### src/rtl/serial_fifo_bridge_pkg.sv
// Shared types and defaults for the serial FIFO bridge.
// TX drain FSM encoding plus default FIFO geometry.
package serial_fifo_bridge_pkg;
  localparam int DEF_DEPTH_LOG2 = 4;
  localparam int DEF_DATA_WIDTH = 8;

  typedef enum logic [1:0] {
    ST_IDLE      = 2'd0,
    ST_START     = 2'd1,
    ST_WAIT_BUSY = 2'd2,
    ST_WAIT_DONE = 2'd3
  } tx_state_e;
endpackage

### src/rtl/sync_byte_fifo.sv
// Show-ahead single-clock FIFO with separate occupancy count.
// A push on full is accepted only when a pop frees a slot that cycle.
module sync_byte_fifo
  import serial_fifo_bridge_pkg::*;
#(
  parameter int DEPTH_LOG2 = DEF_DEPTH_LOG2,
  parameter int DATA_WIDTH = DEF_DATA_WIDTH
) (
  input  logic                  clk,
  input  logic                  rst_n,
  input  logic                  push,
  input  logic                  pop,
  input  logic [DATA_WIDTH-1:0] wdata,
  output logic [DATA_WIDTH-1:0] rdata,
  output logic [DEPTH_LOG2:0]   count,
  output logic                  full,
  output logic                  empty
);
  localparam int DEPTH = 1 << DEPTH_LOG2;

  logic [DATA_WIDTH-1:0] mem [DEPTH];
  logic [DEPTH_LOG2-1:0] wr_ptr;
  logic [DEPTH_LOG2-1:0] rd_ptr;
  logic                  do_pop;
  logic                  do_push;

  assign empty   = (count == '0);
  assign full    = (count == (DEPTH_LOG2+1)'(DEPTH));
  assign do_pop  = pop && !empty;
  assign do_push = push && (!full || do_pop);
  assign rdata   = empty ? '0 : mem[rd_ptr];

  always_ff @(posedge clk or negedge rst_n) begin
    if (!rst_n) begin
      wr_ptr <= '0;
      rd_ptr <= '0;
      count  <= '0;
    end else begin
      if (do_push) wr_ptr <= wr_ptr + 1'b1;
      if (do_pop)  rd_ptr <= rd_ptr + 1'b1;
      unique case ({do_push, do_pop})
        2'b10:   count <= count + 1'b1;
        2'b01:   count <= count - 1'b1;
        default: count <= count;
      endcase
    end
  end

  // Storage needs no reset; empty gates the read data.
  always_ff @(posedge clk) begin
    if (do_push) mem[wr_ptr] <= wdata;
  end
endmodule

### src/rtl/serial_fifo_bridge.sv
// Byte buffering between the UART rx/tx pair and serial_ctrl.
// RX FIFO with sticky overflow; TX FIFO drained by a start/busy FSM.
module serial_fifo_bridge
  import serial_fifo_bridge_pkg::*;
#(
  parameter int DEPTH_LOG2   = DEF_DEPTH_LOG2,
  parameter int DATA_WIDTH   = DEF_DATA_WIDTH,
  parameter int BUSY_TIMEOUT = 4
) (
  input  logic                  clk,
  input  logic                  rst_n,
  input  logic                  rxdReady_i,
  input  logic [DATA_WIDTH-1:0] rxdData_i,
  input  logic                  rxPop_i,
  output logic [DATA_WIDTH-1:0] rxData_o,
  output logic                  rxValid_o,
  output logic [DEPTH_LOG2:0]   rxCount_o,
  output logic                  rxOverflow_o,
  input  logic                  ovfClear_i,
  input  logic                  txPush_i,
  input  logic [DATA_WIDTH-1:0] txData_i,
  output logic                  txFull_o,
  output logic [DEPTH_LOG2:0]   txCount_o,
  input  logic                  txdBusy_i,
  output logic                  txdStart_o,
  output logic [DATA_WIDTH-1:0] txdData_o,
  output logic                  int_o
);
  localparam int TW = $clog2(BUSY_TIMEOUT + 1);

  logic                  rx_full;
  logic                  rx_empty;
  logic                  ovf_set;
  logic                  tx_empty;
  logic                  tx_pop;
  logic [DATA_WIDTH-1:0] tx_head;
  logic [TW-1:0]         timer;
  tx_state_e             state;

  sync_byte_fifo #(
    .DEPTH_LOG2 (DEPTH_LOG2),
    .DATA_WIDTH (DATA_WIDTH)
  ) u_rx_fifo (
    .clk   (clk),
    .rst_n (rst_n),
    .push  (rxdReady_i),
    .pop   (rxPop_i),
    .wdata (rxdData_i),
    .rdata (rxData_o),
    .count (rxCount_o),
    .full  (rx_full),
    .empty (rx_empty)
  );

  sync_byte_fifo #(
    .DEPTH_LOG2 (DEPTH_LOG2),
    .DATA_WIDTH (DATA_WIDTH)
  ) u_tx_fifo (
    .clk   (clk),
    .rst_n (rst_n),
    .push  (txPush_i),
    .pop   (tx_pop),
    .wdata (txData_i),
    .rdata (tx_head),
    .count (txCount_o),
    .full  (txFull_o),
    .empty (tx_empty)
  );

  assign rxValid_o = !rx_empty;
  assign int_o     = !rx_empty;

  // A pop on a full FIFO makes room, so only a lone push overflows.
  assign ovf_set = rxdReady_i && rx_full && !rxPop_i;

  always_ff @(posedge clk or negedge rst_n) begin
    if (!rst_n)          rxOverflow_o <= 1'b0;
    else if (ovf_set)    rxOverflow_o <= 1'b1;
    else if (ovfClear_i) rxOverflow_o <= 1'b0;
  end

  // Head is latched and popped on the edge that enters START.
  assign tx_pop = (state == ST_IDLE) && !tx_empty && !txdBusy_i;

  always_ff @(posedge clk or negedge rst_n) begin
    if (!rst_n) begin
      state      <= ST_IDLE;
      txdStart_o <= 1'b0;
      txdData_o  <= '0;
      timer      <= '0;
    end else begin
      txdStart_o <= 1'b0;
      unique case (state)
        ST_IDLE: begin
          if (tx_pop) begin
            state      <= ST_START;
            txdStart_o <= 1'b1;
            txdData_o  <= tx_head;
          end
        end
        ST_START: begin
          state <= ST_WAIT_BUSY;
          timer <= '0;
        end
        ST_WAIT_BUSY: begin
          if (txdBusy_i)
            state <= ST_WAIT_DONE;
          else if (timer == TW'(BUSY_TIMEOUT - 1))
            state <= ST_IDLE;
          else
            timer <= timer + 1'b1;
        end
        ST_WAIT_DONE: begin
          if (!txdBusy_i) state <= ST_IDLE;
        end
        default: state <= ST_IDLE;
      endcase
    end
  end
endmodule
### config.mk
export PLATFORM = sky130hd
export DESIGN_NAME = serial_fifo_bridge
export DESIGN_NICKNAME = d
export VERILOG_FILES = /design/src/rtl/serial_fifo_bridge_pkg.sv /design/src/rtl/sync_byte_fifo.sv /design/src/rtl/serial_fifo_bridge.sv
export SDC_FILE = /design/constraint.sdc
export NUM_CORES = 1
export LEC_CHECK = 0
export ABC_AREA = 1
export CORE_AREA = 2 2 175 177
export CTS_BUF_LIST = sky130_fd_sc_hd__clkbuf_16
export DETAILED_ROUTE_END_ITERATION = 6
export DIE_AREA = 0 0 177 179
export PLACE_DENSITY = 0.68
export REMOVE_ABC_BUFFERS = 1
export SLEW_MARGIN = 20
export SYNTH_ARGS = -nofsm -noshare
export SYNTH_HDL_FRONTEND = slang
export SYNTH_SLANG_ARGS = --single-unit
### constraint.sdc
create_clock -name clk -period 5.44 [get_ports clk]
set_clock_uncertainty 0.15 [all_clocks]
set_input_delay 0.544 -clock clk [delete_from_list [all_inputs] [get_ports clk]]
set_output_delay 0.544 -clock clk [all_outputs]
set_load 0.02 [all_outputs]
Yosys cells after proc, flatten, opt, wreduce, memory -nomap -nowiden
Memories as Yosys holds them, arrays and structs flattened. A register that Yosys moved wholly into a read port is not among the register bits.
Cells that the tools add are included.
{"block": "word_totals", "in_bits": 23, "mem_bits_rw": 256, "elab_cells": 82, "out_inout_bits": 31, "mem_count": 2, "ff_bits": 33}
{"name": "u_rx_fifo.mem", "depth": 16, "width": 8, "read_ports": 1, "rd_ports_with_merged_regs": 0, "wr": 1, "line": "sync_byte_fifo.sv:21", "rtl": "logic [DATA_WIDTH-1:0] mem [DEPTH];"}
{"name": "u_tx_fifo.mem", "depth": 16, "width": 8, "read_ports": 1, "rd_ports_with_merged_regs": 1, "wr": 1, "line": "sync_byte_fifo.sv:21"}
{"block": "op_classes", "add_sub_neg": 9, "n_mux": 19, "n_eq_ne": 15, "reduce_logical": 27}
{"cell": "5-bit case mux with 2 select lines", "n": 2}
{"cell": "4-bit by 1-bit adder with 4-bit output (second input constant)", "n": 4}
{"cell": "5-bit by 1-bit adder with 5-bit output (second input constant)", "n": 2}
{"cell": "5-bit == test (second input constant)", "n": 2}
{"cell": "5-bit zero test", "n": 2}
{"cell": "5-bit by 1-bit subtractor with 5-bit output (second input constant)", "n": 2}
{"cell": "2-bit == test (second input constant)", "n": 4}
{"cell": "1-bit logical AND", "n": 8}
{"cell": "1-bit two-way mux", "n": 8}
{"cell": "2-bit two-way mux", "n": 4}
{"cell": "8-bit two-way mux", "n": 1}
{"cell": "2-bit case mux with 4 select lines", "n": 1}
{"cell": "2-bit nonzero test", "n": 4}
{"cell": "1-bit zero test", "n": 7}
{"cell": "2-bit by 1-bit == test with 1-bit output (second input constant)", "n": 3}
{"cell": "3-bit two-way mux", "n": 2}
{"cell": "2-bit != test (second input constant)", "n": 3}
{"cell": "3-bit case mux with 2 select lines", "n": 1}
{"cell": "3-bit AND reduction", "n": 2}
{"cell": "3-bit by 1-bit adder with 3-bit output (second input constant)", "n": 1}
{"cell": "3-bit by 2-bit == test with 1-bit output (second input constant)", "n": 1}
{"cell": "3-bit != test (second input constant)", "n": 1}
{"cell": "2-bit zero test", "n": 1}
{"cell": "1-bit logical OR", "n": 2}
{"cell": "2 further kinds", "n": 2}

Depth between registers and ports, before layout
Gate-level depths: netlist of the first run.
{"block": "depth", "depth_word": 9, "mapped_depth": 15, "ltp_nobuf": 15}

By module
From an unflattened synthesis of the first run, not the netlist that was laid out.
{"block": "hier_totals", "cells_unflattened": 1136, "area_unflattened_um2": 12685.9}
{"mod": "sync_byte_fifo at u_tx_fifo", "seq_area_each_um2": 4169.0, "area_each_um2": 6019.5, "n_inst": 1, "cells_each": 527}
{"mod": "sync_byte_fifo at u_rx_fifo", "seq_area_each_um2": 4169.0, "area_each_um2": 6017.0, "n_inst": 1, "cells_each": 536}
{"mod": "serial_fifo_bridge", "seq_area_each_um2": 375.4, "area_each_um2": 649.4, "n_inst": 1, "cells_each": 73}

Worst setup path after synthesis of the first run
Ideal clock, no wire load.
{"block": "synth_timing", "path_kind": "register to register", "start": "register u_rx_fifo.count[1]", "end": "register u_rx_fifo.count[4]", "period_less_slack_ns": 2.528, "t_required_ns": 5.224, "setup_ns": 0.066, "path_slack_ns": 2.912, "t_arrival_ns": 2.313, "path_stages_with_launch": 15, "path_buffers": 0, "cell_sequence": "dfrtp_1 > nor2_1 > nand2_1 > nor2_4 > inv_2 > nand2_2 > inv_2 > ha_1 > fa_1 > a21oi_1 > nor2_1 > nor2_1 > xor2_1 > nand2_1 > nand2_1"}
{"block": "synth_between", "elab_chain_cells": 7, "elab_cells_between_ends": 13, "classes_between": "add/sub: 2; eq/ne: 3; mux: 1; reduce/logical: 7"}
{"element": "from (decl)", "line": "sync_byte_fifo.sv:15", "rtl": "output logic [DEPTH_LOG2:0] count,"}
{"element": "from (signal assigned)", "line": "sync_byte_fifo.sv:42", "rtl": "2'b10: count <= count + 1'b1;"}
{"element": "from (signal assigned)", "line": "sync_byte_fifo.sv:43", "rtl": "2'b01: count <= count - 1'b1;"}
{"element": "from (signal assigned)", "line": "sync_byte_fifo.sv:44", "rtl": "default: count <= count;"}
{"element": "5-bit zero test (*)", "line": "sync_byte_fifo.sv:27", "rtl": "assign empty = (count == '0);"}
{"element": "1-bit zero test (*)"}
{"element": "net int_o", "line": "serial_fifo_bridge.sv:27", "rtl": "output logic int_o"}
{"element": "1-bit logical AND (*)", "line": "sync_byte_fifo.sv:29", "rtl": "assign do_pop = pop && !empty;"}
{"element": "1-bit logical OR", "line": "sync_byte_fifo.sv:30", "rtl": "assign do_push = push && (!full || do_pop);"}
{"element": "1-bit logical AND", "line": "sync_byte_fifo.sv:30"}
{"element": "2-bit by 1-bit == test with 1-bit output / 2-bit == test (equally long branches)", "line": "sync_byte_fifo.sv:41", "rtl": "unique case ({do_push, do_pop})"}
{"element": "5-bit case mux with 2 select lines / 2-bit nonzero test (equally long branches)"}
The timed path passes the listed nets; every way through them passes the cells marked *.
A chain may end at the register's enable or synchronous reset.

Final worst setup path of the first run
{"block": "layout_timing", "start": "register u_rx_fifo.rd_ptr[2]", "end": "output rxData_o[1]"}
{"block": "layout_between", "elab_chain_cells": 2}
{"element": "from (decl)", "line": "sync_byte_fifo.sv:23", "rtl": "logic [DEPTH_LOG2-1:0] rd_ptr;"}
{"element": "from (signal assigned)", "line": "sync_byte_fifo.sv:40", "rtl": "if (do_pop) rd_ptr <= rd_ptr + 1'b1;"}
{"element": "memory 16 x 8 bit"}
{"element": "8-bit two-way mux", "line": "sync_byte_fifo.sv:31", "rtl": "assign rdata = empty ? '0 : mem[rd_ptr];"}
{"element": "to (decl)", "line": "serial_fifo_bridge.sv:15", "rtl": "output logic [DATA_WIDTH-1:0] rxData_o,"}
Every way passes these cells.

==> impl_results.md, run 1 <==
* Status: finished with violations
* Failing checks: DRC
* Period utilization at 69.6%
* Share of the synthesized area in the top cell type at 59.5%
* Final setup TNS at 0 ns
* Yosys top cell by area: edfxtp_1
* Final HPWL DP at 17200 um
* Critical path required time at 4.75 ns
* Post-route DRC at 7
* Antenna violation net count after detailed routing at 0
* Largest net degree at the start of global routing at 67
* Part of the Yosys area used for sequential elements at 67.4%
* FP Rows at 64
* Adder-Cell Fraction of Synth Area at 2.15%
* Worst VDD drop at 0.000353 V
* Final Instance Area at 14700 um2
* Largest family of logic cells by synthesized area: simple AND/OR/NAND/NOR gates
* Compound-Gate Fraction of Synth Area at 1.83%
* Clk_lat worst skew at 0.55 ns
* Cell count after synthesis at 1193
* Die area at 31700 um2
* Global route overflow at 0
* DRT Wirelength at 28000 um
* Max Transition Viols Final at 0
* Num CTS Buffers at 31
* Clock-pin slew on the worst setup and hold paths at 0.06 ns
* Initial Util at 43.0%
* RR Startpoint: u_rx_fifo.count[1]
* Die Span X at 177 um
* Simple-gate area share of the yosys netlist at 21.2%
* RSZ-0062 raised after global routing: no
* Register bit total from synthesis at 297
* Final Power at 8.00 mW
* Synth area leaders: edfxtp_1 (59%), nand2_1 (12%), dfrtp_1 (7.9%)
* Share of cells above drive strength 1 at 5.98%
* Tmin final at 3.78 ns
* Arrival time worst endpoint at 3.09 ns
* Core Box Area at 30000 um2
* XOR/XNOR Fraction of Synth Area at 1.28%
* Hold_ws at 0.327 ns
* First-pass GRT wire length at 44400 um
* Startpoint Class: register
* Pre-Repair DR Iteration Count at 7
* Antenna violations before repair at 0
* WL per Instance at 17.0 um
* Max frequency at 264 MHz
* Synthesized area per cell at 10.8 um2
* Yosys cell types at 33
* Max-Slew Margin vs Limit at 29.7%
* Cell Area, Placed at 13600 um2
* Post-synthesis mux area share at 0%
* Initial drt markers at 689
* Root Driver: clkbuf_16
* Pwr Density at 545 nW/um2
* Synthesis warning total at 0
* Hold Vio Cnt, Final at 0
* Reg-to-Reg End: u_rx_fifo.count[4]
* Via density at 5.06
* Setup Viol. Count Final at 0
* Final net count at 1275
* Cell Area, Synth at 12900 um2
* Chip height at 179 um
* End of the critical path: rxData_o[1]
* I/O Buffers at 53
* WS Path Type: reg -> out
* Synth-to-Final Area Change at 13.7%
* Num ports at 54
* R2R depth at 14
* Vias at 8347
* CTS tree: done
* Leakage at 5.91 nW
* Critical Path Source: u_rx_fifo.rd_ptr[2]
* Worst min path class: reg -> reg
* Vias in the first global route at 8175
* Reg2Reg Setup Slack at 2.70 ns
* Max-cap violation count at 0
* Clk sinks at 297
* Worst slew pin tran at 1.05 ns
* Placer Congestion at 0.811
* N_diodes at 0
* Tot GR Track Use at 18.0%
* CP max FO at 18
* CTS Buffer Depth at 3
* # H-tree levels at 1
* Crit. End Element: output port
==> flip-flops by register name, summed over array words and instances (netlist names) <==
signal,flops
u_tx_fifo.rd_ptr,4
u_rx_fifo.wr_ptr,4
u_tx_fifo.wr_ptr,4
txdStart_o,1
u_tx_fifo.count,5
u_rx_fifo.count,5
u_rx_fifo.rd_ptr,4
txdData_o,8
rxOverflow_o,1
timer,3
u_rx_fifo.mem,128
state,2
u_tx_fifo.mem,128
==> critical path: stages, from the launching register on <==
cell             delay [ns]
dfrtp_1                0.77
clkinv_1               0.67
nand3_1                0.26
nand2_1                0.09
nand2_1                0.07
a21oi_1                0.12
clkdlybuf4s50_1        0.56
==> worst min-delay path by stage <==
| stage | from | to | slack, ns | cells after the start |
|---|---|---|---|---|
| floorplan | rst_n | rxOverflow_o | 0.1 | 0 |
| global placement | timer[0] | timer[0] | 0.31 | 1 |
| detailed placement | txdData_o[4] | txdData_o[4] | 0.31 | 2 |
| CTS | rst_n | u_tx_fifo.count[3] | 0.03 | 1 |
| global route | timer[0] | timer[0] | 0.36 | 1 |
| finish | timer[0] | timer[0] | 0.33 | 1 |
==> cell usage in the layout (no fill, tap or decap), types with 2 or more instances in the layout <==
cell type	synthesis	final
clkinv_1	4	11
inv_1	100	105
clkbuf_16	0	31
bufinv_16	0	7
buf_4	9	5
nand2_2	5	5
nand3_1	187	187
o211ai_1	8	8
clkinv_2	0	8
nor2_1	44	44
nor2_4	2	2
dfrtp_2	0	2
xor2_1	15	15
nand2_1	404	404
o21ai_0	12	12
dfrtp_1	41	39
ha_1	19	19
edfxtp_1	256	256
inv_2	9	8
fa_1	2	2
nand2_4	3	3
a21oi_1	16	16
clkdlybuf4s50_1	0	52
xnor2_1	2	2
==> per-stage QoR <==
step / util, % / instances / setup WS (ns)
6_report: 48.9 / 1651 / 1.66
5_1_grt: 48.9 / 1651 / 1.49
4_1_cts: 48.9 / 1650 / 1.61
3_5_place_dp: 45.3 / 1593 / 2.20
3_3_place_gp: 45.3 / 1593 / 2.22
2_1_floorplan: - / 1140 / 2.22
==> timing repair <==
action / 4_1_cts / 5_1_grt
resized for setup: 0 / 0
setup buffers: 0 / 0
endpoints found under the hold margin: 0 / 41
hold buffers: 0 / 1
==> final cells by class <==
cell class / count / area, um2
Clock buffer: 31 / 776
Clock inverter: 26 / 290
Fill cell: 2673 / 15300
Inverter: 113 / 425
Multi-Input combinational cell: 730 / 3420
Sequential cell: 297 / 8720
Tap cell: 396 / 495
Timing Repair Buffer: 58 / 568
==> logic make-up (layout without fill, tap and decap cells) <==
family | Yosys count | after routing
AO/OA/AOI/OAI | 41 | 41
XOR/XNOR | 18 | 18
adder cells (fa/ha/maj) | 21 | 21
buffers and inverters | 166 | 228
flip-flops | 297 | 297
AND/OR/NAND/NOR | 650 | 650
==> cells in the mapped netlist, drive strengths merged <==
master and instances:
o22ai 1, nand3 188, xnor2 2, clkbuf 7
o211ai 8, a21boi 1, o21ai 13, clkinv 4
nor3 1, edfxtp 256, nand4 1, nor2 47
xor2 16, a31oi 1, dfrtp 41, a21oi 16
nand2 412, a211oi 1, buf 46, nand3b 1
fa 2, inv 109, ha 19
==> power by group <==
part           total [mW]  switching, mW  internal, mW
clock                2.21          0.854          1.36
combinational        2.74           1.82         0.919
sequential           3.05          0.243          2.81
==> per-layer routing <==
| metal | vias up | share of wire [%] | track usage, % |
|---|---|---|---|
| li1 | 4050 | - | - |
| met4 | 0 | 2.6 | 5.06 |
| met5 | - | 0 | 0 |
| met2 | 259 | 50 | 31.0 |
| met1 | 3985 | 42 | 23.8 |
| met3 | 53 | 6.0 | 2.74 |
Note: power is estimated with default switching activity, not from simulation.
==> inputs of run 2 (changes only) <==
clock period = 3.7 ns   (was 5.44 ns; I/O delays follow)
==> run 2 against run 1 <==
Compared with the run above:
- register-to-register slack lost 1.7 ns
- the run now ends clean
- combinational power is 50% higher
- setup slack lost 1.4 ns
- routed wire length increased by 2.6%
- hold slack worse by 0.080 ns
- non-clock buffer count rose by 6
- global-route usage rose by 0.51 points
- via count increased by 1.5%
- clock power grew 29%
- total power grew 43%
- critical endpoint is now rxData_o[3]
- core utilization down 0.34 points
- die area unchanged
- critical path type unchanged
==> impl_results.md, run 2 (same netlist as run 1, synthesis figures left out) <==
* Status: finished, final reports clean
* Largest net degree at the start of global routing at 75 (+12%)
* Global route overflow at 0 (unchanged)
* Max Transition Viols Final at 0 (unchanged)
* Final net count at 1280 (+0.39%)
* Vias at 8470 (+1.5%)
* Max-cap violation count at 0 (unchanged)
* Initial drt markers at 647 (-6.1%)
* Die area at 31700 um2 (unchanged)
* Synth-to-Final Area Change at 12.9%
* Met2 GRT Util at 31.6% (+0.62 points)
* Post-route DRC at 0 (-7)
* DRT Wirelength at 28800 um (+2.6%)
* # H-tree levels at 1 (unchanged)
* Clock-pin slew on the worst setup and hold paths at 0.06 ns (about the same)
* Period utilization at 94.3%
* Top Registers: u_rx_fifo.mem (128), u_tx_fifo.mem (128), txdData_o (8)
* Final setup TNS at 0 ns (unchanged)
* Core Box Area at 30000 um2 (unchanged)
* Setup slack after layout at 0.210 ns (-1.44 ns)
* First-pass GRT wire length at 45600 um (+2.7%)
* Die Span X at 177 um (unchanged)
* CP max FO at 33 (+15)
* Met3 Use GR at 2.57% (-0.17 points)
* RSZ-0062 raised after global routing: no
* Placer Congestion at 0.832 (+2.5%)
* Pre-CTS setup slack at 0.803 ns (-1.40 ns)
* N_diodes at 0 (unchanged)
* Arrival time worst endpoint at 2.97 ns (-0.12 ns)
* Startpoint Class: register
* CTS tree: done
* Most Crowded Layer GR: met2
* Worst slew pin tran at 1.02 ns (-0.0294 ns)
* Max-Slew Margin vs Limit at 31.6% (+2.0 points)
* Root Driver: clkbuf_16
* Pwr Density at 782 nW/um2 (+44%)
* Critical Path Source: u_rx_fifo.rd_ptr[0]
* Hold Vio Cnt, Final at 0 (unchanged)
* Clk_lat worst skew at 0.56 ns (about the same)
* Pre-Repair DR Iteration Count at 5 (-2)
* M1 GR Usage at 24.7% (+0.88 points)
* Max frequency at 287 MHz
* Antenna violation net count after detailed routing at 0 (unchanged)
* Antenna violations before repair at 0 (unchanged)
* WL per Instance at 17.4 um (+2.4%)
* Worst VDD drop at 0.000459 V (+30%)
* RR Startpoint: u_rx_fifo.count[1]
* Initial Util at 43.0% (unchanged)
* Final Instance Area at 14600 um2 (-0.69%)
* CTS Buffer Depth at 3 (unchanged)
* Num CTS Buffers at 30 (-3.2%)
* Commonest non-fill, non-tap cell in the layout: nand2_1
* Cell Area, Placed at 13700 um2 (+0.33%)
* Most frequent cells in the layout: nand2_1 (404), edfxtp_1 (256), nand3_1 (187), inv_1 (107), clkdlybuf4s50_1 (52)
* I/O Buffers at 53 (unchanged)
* Worst min path class: in -> async
* Tot GR Track Use at 18.6% (+0.51 points)
* Chip height at 179 um (unchanged)
* Setup Viol. Count Final at 0 (unchanged)
* WS Path Type: reg -> out
* Crit. End Element: output port
* Clk sinks at 297 (unchanged)
* Critical path required time at 3.18 ns (-1.57 ns)
* Post-cts sizing count at 0 (unchanged)
* Via density at 5.12 (+1.2%)
* Final HPWL DP at 18000 um (+4.6%)
* FP Rows at 64 (unchanged)
* Share of cells above drive strength 1 at 5.96% (-0.019 points)
* Util after Layout at 48.6% (-0.34 points)
* Leakage at 5.87 nW (-0.71%)
* Vias in the first global route at 8355 (+2.2%)
* Num ports at 54 (unchanged)
* Tmin final at 3.49 ns
* Final Power at 11.4 mW (+43%)
run 2: cell types whose count changed in the layout (fill, tap and decap cells not counted):
cell and delta:
bufinv_16 -5, clkinv_8 +1, clkinv_2 -4, clkinvlp_4 +1, clkinv_1 +2, clkinv_4 +1
inv_1 +2, buf_4 +5, inv_2 +1, buf_2 +1, clkbuf_16 -1
run 2: per-stage QoR:
stage,std cells,hold WS (ns)
after floorplan,1140,-0.0756
after global placement,1599,0.312
after detailed placement,1599,0.309
after CTS,1655,0.239
after global routing,1655,0.250
final,1655,0.247
run 2: timing repair:
| action | 4_1_cts | 5_1_grt |
|---|---|---|
| setup buffers | 0 | 0 |
| hold buffers | 1 | 0 |
| endpoints found under the hold margin | 29 | 0 |
| setup endpoints to repair | 0 | 0 |
run 2: cell type report:
class | instances | area [um2]
fill | 2696 | 15400
sequential | 297 | 8720
multi-input combinational | 730 | 3420
clock buffer | 30 | 751
timing repair buffer | 64 | 611
tap | 396 | 495
inverter | 113 | 424
clock inverter | 25 | 173
run 2: report_power, final:
group | switching, mW | total (mW) | internal, mW | leakage [nW]
Clock | 1.24 | 2.84 | 1.60 | 0.476
Combinational | 2.73 | 4.11 | 1.38 | 2.59
Sequential | 0.332 | 4.47 | 4.13 | 2.81
run 2: critical path: stages, from the launching register on:
cell             delay [ns]
dfrtp_2                0.74
buf_4                  0.36
nand2_1                0.08
nand3_1                0.08
nand3_1                0.11
nand2_1                0.11
nand2_1                0.05
a21oi_1                0.22
clkdlybuf4s50_1        0.65
run 2: routing by layer:
metal | vias to the layer above | wire length (um)
met3 | 48 | 1720
li1 | 4061 | -
met5 | - | 0
met4 | 0 | 853
met1 | 4075 | 12200
met2 | 286 | 14000
run 2: final timing paths:
kind                                       endpoint  slack, ns  depth (start not counted)
worst max-delay path                    rxData_o[3]       0.21                          8
min in group clk                       rxOverflow_o       0.25                          2
worst min-delay path                       state[0]       0.25                          2
max in group asynchronous       u_rx_fifo.rd_ptr[0]       2.46                          3
worst max register to register   u_rx_fifo.count[4]       0.98                         14
worst min register to register         txdData_o[7]       0.33                          2
